## config.mk

```make
export PLATFORM = sky130hd
export DESIGN_NAME = ser_8b10b_tx
export DESIGN_NICKNAME = d
export VERILOG_FILES = /design/src/rtl/ser_8b10b_pkg.sv /design/src/rtl/enc_8b10b_sym.sv /design/src/rtl/ser_8b10b_tx.sv
export SDC_FILE = /design/constraint.sdc
export NUM_CORES = 1
export LEC_CHECK = 0
export ABC_AREA = 1
export CORE_MARGIN = 2
export CORE_UTILIZATION = 51
export CTS_CLUSTER_SIZE = 24
export DETAILED_ROUTE_END_ITERATION = 8
export GPL_TIMING_DRIVEN = 0
export HOLD_SLACK_MARGIN = 0.02
export PLACE_DENSITY = 0.82
export SETUP_SLACK_MARGIN = 0.4
export SLEW_MARGIN = 20
export SYNTH_ARGS = -nofsm -noshare
export SYNTH_HDL_FRONTEND = slang
export SYNTH_SLANG_ARGS = --single-unit
```

## constraint.sdc

```tcl
create_clock -name i_Clk -period 3.65 [get_ports i_Clk]
set_input_delay 0.73 -clock i_Clk [delete_from_list [all_inputs] [get_ports i_Clk]]
set_output_delay 0.73 -clock i_Clk [all_outputs]
set_load 0.005 [all_outputs]
```

## src/rtl/ser_8b10b_pkg.sv

```systemverilog
`default_nettype none
// +----------------------------------------------------------------------+
// | ser_8b10b_pkg : 8b/10b code tables, comma constants, legal-K check    |
// | Rev 1.0                                                              |
// +----------------------------------------------------------------------+
package ser_8b10b_pkg;

  // Symbols are stored LSB-first: bit 0 = a, bit 9 = j.
  localparam logic [9:0] K28_5_RDN  = 10'b0101111100;
  localparam logic [9:0] K28_5_RDP  = 10'b1010000011;
  localparam logic [7:0] K28_5_BYTE = 8'hBC;

  // Returns abcdei with a in bit 5.
  function automatic logic [5:0] enc_5b6b(input logic [4:0] x, input logic k, input logic rd);
    logic [5:0] c;
    c = 6'b000000;
    case (x)
      5'd0:  c = 6'b100111;  5'd1:  c = 6'b011101;  5'd2:  c = 6'b101101;  5'd3:  c = 6'b110001;
      5'd4:  c = 6'b110101;  5'd5:  c = 6'b101001;  5'd6:  c = 6'b011001;  5'd7:  c = 6'b111000;
      5'd8:  c = 6'b111001;  5'd9:  c = 6'b100101;  5'd10: c = 6'b010101;  5'd11: c = 6'b110100;
      5'd12: c = 6'b001101;  5'd13: c = 6'b101100;  5'd14: c = 6'b011100;  5'd15: c = 6'b010111;
      5'd16: c = 6'b011011;  5'd17: c = 6'b100011;  5'd18: c = 6'b010011;  5'd19: c = 6'b110010;
      5'd20: c = 6'b001011;  5'd21: c = 6'b101010;  5'd22: c = 6'b011010;  5'd23: c = 6'b111010;
      5'd24: c = 6'b110011;  5'd25: c = 6'b100110;  5'd26: c = 6'b010110;  5'd27: c = 6'b110110;
      5'd28: c = 6'b001110;  5'd29: c = 6'b101110;  5'd30: c = 6'b011110;  5'd31: c = 6'b101011;
      default: c = 6'b000000;
    endcase
    if (k && (x == 5'd28)) c = 6'b001111;
    // D.7 is neutral but still has a distinct RD+ form.
    if (rd && (($countones(c) != 3) || (x == 5'd7))) c = ~c;
    return c;
  endfunction

  // Returns fghj with f in bit 3; table holds the RD- column.
  function automatic logic [3:0] enc_3b4b(input logic [2:0] y, input logic k, input logic rd,
                                          input logic alt);
    logic [3:0] c;
    c = 4'b0000;
    if (k) begin
      case (y)
        3'd0: c = 4'b1011;  3'd1: c = 4'b0110;  3'd2: c = 4'b1010;  3'd3: c = 4'b1100;
        3'd4: c = 4'b1101;  3'd5: c = 4'b0101;  3'd6: c = 4'b1001;  3'd7: c = 4'b0111;
        default: c = 4'b0000;
      endcase
    end else begin
      case (y)
        3'd0: c = 4'b1011;  3'd1: c = 4'b1001;  3'd2: c = 4'b0101;  3'd3: c = 4'b1100;
        3'd4: c = 4'b1101;  3'd5: c = 4'b1010;  3'd6: c = 4'b0110;
        3'd7: c = alt ? 4'b0111 : 4'b1110;
        default: c = 4'b0000;
      endcase
    end
    if (rd && !(!k && ((y == 3'd1) || (y == 3'd2) || (y == 3'd5) || (y == 3'd6)))) c = ~c;
    return c;
  endfunction

  function automatic logic k_legal(input logic [7:0] b);
    return (b[4:0] == 5'd28) ||
           ((b[7:5] == 3'd7) && ((b[4:0] == 5'd23) || (b[4:0] == 5'd27) ||
                                 (b[4:0] == 5'd29) || (b[4:0] == 5'd30)));
  endfunction

endpackage
`default_nettype wire

```

## src/rtl/enc_8b10b_sym.sv

```systemverilog
`default_nettype none
// +----------------------------------------------------------------------+
// | enc_8b10b_sym : combinational single-symbol 8b/10b encoder            |
// | Rev 1.0                                                              |
// +----------------------------------------------------------------------+
module enc_8b10b_sym
  import ser_8b10b_pkg::*;
(
  input  logic [7:0] i_data,
  input  logic       i_k,
  input  logic       i_rd_in,
  output logic [9:0] o_sym,
  output logic       o_rd_out,
  output logic       o_k_err
);

  logic [7:0] w_byte;
  logic [5:0] w_c6;
  logic [3:0] w_c4;
  logic       w_rd_mid;
  logic       w_alt;

  assign o_k_err  = i_k && !k_legal(i_data);
  assign w_byte   = o_k_err ? K28_5_BYTE : i_data;
  assign w_c6     = enc_5b6b(w_byte[4:0], i_k, i_rd_in);
  assign w_rd_mid = i_rd_in ^ ($countones(w_c6) != 3);
  // A7 avoids a run of five equal bits across the e,i / f,g,h boundary.
  assign w_alt    = !i_k && (w_byte[7:5] == 3'd7) &&
                    (w_rd_mid ? (w_c6[1:0] == 2'b00) : (w_c6[1:0] == 2'b11));
  assign w_c4     = enc_3b4b(w_byte[7:5], i_k, w_rd_mid, w_alt);
  assign o_rd_out = w_rd_mid ^ ($countones(w_c4) != 2);
  assign o_sym    = {w_c4[0], w_c4[1], w_c4[2], w_c4[3],
                     w_c6[0], w_c6[1], w_c6[2], w_c6[3], w_c6[4], w_c6[5]};

endmodule
`default_nettype wire

```

## src/rtl/ser_8b10b_tx.sv

```systemverilog
`default_nettype none
// +----------------------------------------------------------------------+
// | ser_8b10b_tx : word-wide 8b/10b encoder and 1-bit serializer          |
// | Rev 1.0                                                              |
// +----------------------------------------------------------------------+
module ser_8b10b_tx
  import ser_8b10b_pkg::*;
#(
  parameter int BYTES_PER_WORD = 1,
  parameter bit IDLE_COMMA     = 1'b1
) (
  input  logic                        i_Clk,
  input  logic                        i_Rst_n,
  input  logic                        i_Valid,
  input  logic [8*BYTES_PER_WORD-1:0] i_Data,
  input  logic [BYTES_PER_WORD-1:0]   i_K,
  output logic                        o_Ready,
  output logic                        o_Ser_Data,
  output logic [10*BYTES_PER_WORD-1:0] o_10B,
  output logic                        o_RD,
  output logic                        o_Code_Err,
  output logic                        o_Busy
);

  localparam int W  = 10 * BYTES_PER_WORD;
  localparam int CW = $clog2(W + 1);
  localparam logic [CW-1:0] c_WORD_CNT  = CW'(W);
  localparam logic [CW-1:0] c_COMMA_CNT = CW'(10);
  localparam logic [CW-1:0] c_ONE       = CW'(1);

  logic [W-1:0]              r_shift;
  logic [W-1:0]              r_10b;
  logic [CW-1:0]             r_cnt;
  logic                      r_rd;
  logic                      r_code_err;

  logic [W-1:0]              w_word;
  logic [BYTES_PER_WORD:0]   w_rd_chain;
  logic [BYTES_PER_WORD-1:0] w_k_err;
  logic [9:0]                w_comma;
  logic                      w_ready;

  assign w_rd_chain[0] = r_rd;

  // Each symbol's encoder starts from the RD left by the previous symbol.
  for (genvar g = 0; g < BYTES_PER_WORD; g++) begin : g_sym
    enc_8b10b_sym u_enc (
      .i_data   (i_Data[8*g +: 8]),
      .i_k      (i_K[g]),
      .i_rd_in  (w_rd_chain[g]),
      .o_sym    (w_word[10*g +: 10]),
      .o_rd_out (w_rd_chain[g+1]),
      .o_k_err  (w_k_err[g])
    );
  end

  assign w_ready = (r_cnt <= c_ONE);
  assign w_comma = r_rd ? K28_5_RDP : K28_5_RDN;

  always_ff @(posedge i_Clk or negedge i_Rst_n) begin
    if (!i_Rst_n) begin
      r_shift    <= '0;
      r_10b      <= '0;
      r_cnt      <= '0;
      r_rd       <= 1'b0;
      r_code_err <= 1'b0;
    end else begin
      r_code_err <= 1'b0;
      if (w_ready) begin
        if (i_Valid) begin
          r_shift    <= w_word;
          r_10b      <= w_word;
          r_cnt      <= c_WORD_CNT;
          r_rd       <= w_rd_chain[BYTES_PER_WORD];
          r_code_err <= |w_k_err;
        end else if (IDLE_COMMA) begin
          // K28.5 is disparity-unbalanced, so every comma flips RD.
          r_shift <= W'(w_comma);
          r_10b   <= W'(w_comma);
          r_cnt   <= c_COMMA_CNT;
          r_rd    <= ~r_rd;
        end else begin
          r_cnt <= '0;
        end
      end else begin
        r_shift <= r_shift >> 1;
        r_cnt   <= r_cnt - c_ONE;
      end
    end
  end

  assign o_Ready    = w_ready;
  assign o_Busy     = (r_cnt != '0);
  assign o_Ser_Data = (r_cnt != '0) && r_shift[0];
  assign o_10B      = r_10b;
  assign o_RD       = r_rd;
  assign o_Code_Err = r_code_err;

endmodule
`default_nettype wire
```

==> results_dict.tcl <==
set metrics [dict create \
    drc_errors 0 \
    timing.final.ws_setup_ps -3670 \
    worst_r2r_path_depth 25 \
    core-area_sq_um 4290 \
    layout_commonest_cell "nand2_1" \
    h-tree-depth 1 \
    crit_required_ps 3840 \
    min_path_type "in -> async" \
    register_area_sq_um 651 \
    yosysSeqAreaShare 0.289 \
    syn_inst 301 \
    track_usage 0.236 \
    status "finished with violations" \
    synth_cell_types 41 \
    vias 2343 \
    layout_common_cells "nand2_1, buf_4, dfrtp_1, inv_1, nand2_2" \
    setup_viol 21 \
    syn-cell-area_sq_um 2250 \
    synth-edff-count 0 \
    cts_buffers 3 \
    area_growth_pct 50.0 \
    ys.flop_type "dfrtp_1" \
    critPathTopFamily "adder cells" \
    fp.dieW_um 70.5 \
    die_h_um 70.5 \
    synth_nets 342 \
    nets 420 \
    drive_above_1_share 0.399 \
    routed_wl_mm 6.29 \
    antenna_found_initial 0 \
    holdBufCountCts 0 \
    min_period_ps 7320 \
    fin_skew_ps 3.63 \
    worstMarginPinSlew_ps 555 \
    grt_max_degree 27 \
    drtIter0Drc 117 \
    start_kind "primary input" \
    cap_viol_max_count 0 \
    pre_cts_slack_ps -4580 \
    final_cells 430 \
    root_buffer "clkbuf_8" \
    clk_pin_slew_ps 80 \
    cp.depth 48 \
    ys_ff_latch 26 \
    clkLatencyLatePin_ps 260 \
    drtPass1Iterations 4 \
    ys_warn_count 0 \
    clock_path_buffers 2 \
    diodes 0 \
    grt_pass1_vias 2184 \
    numPortBuffers 26 \
    fp.dieArea_sq_um 4960 \
    grt_pass1_wl_mm 9.63 \
    multiInputGateArea_sq_um 1790 \
    synthArstFlopShare 1.00 \
    io_pins 27 \
    crit_path_end_kind "register" \
    critPathKind "in -> reg" \
    dp_hpwl_mm 3.81 \
    dp_cells 379 \
    routed_via_density 5.45 \
    cp_slowest_stage_delay_ps 510 \
    start_util 0.524 \
    pwr_density_cell_nw_per_um2 841 \
    path_common_cell "nand2_1" \
    detail_route.wl_per_cell_um 14.6 \
    grt-ovfl-total 0 \
    syn_avg_cell_area_sq_um 7.48 \
    grt_setup_unrepaired "yes" \
    max_freq_mhz 137 \
    drv_slew 0 \
    fill_cells 261 \
    antenna_left 0 \
    leakage_nw 1.72 \
    cp_max_fo 5 \
    crit_arrival_ps 7510 \
    core.rowCount 24 \
    fin_crit_sh 2.01 \
    cts_sinks 26 \
    finalHoldViolCount 0 \
    max_slew_margin 0.630 \
    ir_worst_vdd_mv 0.419 \
    routabilityCongestion 0.855 \
    critPathSlowestCell "fa_1" \
    cts_tree "built" \
    crit_buf_inv 8 \
    violations "setup timing" \
]
[layout make-up]
class,instances,share of cell area
Timing Repair Buffer,73,0.186
Tap cell,52,0.0193
Clock buffer,4,0.0163
Buffer,4,0.00815
Inverter,38,0.0478
Sequential cell,26,0.193
Multi-Input combinational cell,233,0.530
[report_power, final]
group          leakage (nW)  total (W)  switching [W]  internal [W]
combinational          1.37    0.00226        0.00112       0.00114
clock                0.0288   0.000178      0.0000815     0.0000961
sequential            0.325   0.000399      0.0000409      0.000358
[synth_stat cells, drive strengths merged (2+ instances only)]
master,number,area share
a21oi,9,0.025
a31oi,2,0.0056
buf,2,0.0089
clkbuf,2,0.0033
dfrtp,26,0.29
fa,4,0.036
ha,25,0.14
inv,37,0.062
nand2,101,0.18
nand3,19,0.053
nand4,2,0.0083
nor2,23,0.043
nor3,2,0.0044
o21ai,21,0.047
or2,2,0.0056
xnor2,2,0.0078
xor2,8,0.031
[routing by layer]
layer	share of wire	global-route usage
met1	0.40	0.276
met2	0.54	0.447
met3	0.035	0.0216
met4	0.032	0.0769
met5	0	0
[final timing paths]
path,startpoint,to,slack (ps)
worst max-delay path,i_Data[3],o_RD,-3670
worst min-delay path,i_Rst_n,r_shift[0],450
worst max register to register,o_RD,o_RD,-1030
worst min register to register,r_shift[5],r_shift[4],460
max in group asynchronous,i_Rst_n,o_Code_Err,2830
min in group i_Clk,r_shift[5],r_shift[4],460
[logic make-up after synthesis]
kind of cell | count (synthesis) | share of synthesized area
buffers and inverters | 42 | 0.0755
DFF | 26 | 0.289
and+or+nand+nor | 152 | 0.306
AOI/OAI and AO/OA | 42 | 0.117
xor gates and xnor gates | 10 | 0.0389
adders and majority gates | 29 | 0.174
[repair_timing]
item | 4_1_cts | 5_1_grt
pin swaps | 35 | 37
resized for setup | 76 | 38
endpoints found under the setup margin | 21 | 21
gates cloned | 0 | 0
setup buffers | 29 | 18
[stage by stage]
| stage | power (W) | hold slack, ps | util | setup TNS (ps) | area (sq um) |
|---|---|---|---|---|---|
| after CTS | 0.00230 | 463 | 0.726 | -26950 | 3120 |
| after global routing | 0.00300 | 490 | 0.787 | -34830 | 3380 |
| final | 0.00284 | 445 | 0.787 | -29790 | 3380 |
| after detailed placement | 0.00170 | 442 | 0.635 | -49220 | 2730 |
| after floorplan | 0.00135 | 425 | - | -23760 | 2400 |
| after global placement | 0.00163 | 431 | 0.635 | -46800 | 2730 |
[worst reg2reg max path, stage by stage, from the launching register on]
cell and delay, ps:
dfrtp_1 470, inv_1 220, nor2_4 220, xor2_1 200, and2_1 180, fa_1 480
ha_4 310, nand3_4 90, xor2_4 160, inv_2 100, nand2_2 60, nand2_1 70
inv_1 40, nand2_2 70, nand2_1 50, nand2_1 80, nand2_1 70, nand2_2 80
nand2_1 60, ha_1 280, ha_2 190, fa_1 510, nor3b_4 210, xor2_1 200
o21ai_1 80, o21ai_1 110
[state kept, by name (all words and copies together) (netlist names)]
register    flops
o_10B          10
o_Code_Err      1
o_RD            1
r_cnt           4
r_shift        10
No activity file was read; power rests on OpenSTA's default activity.
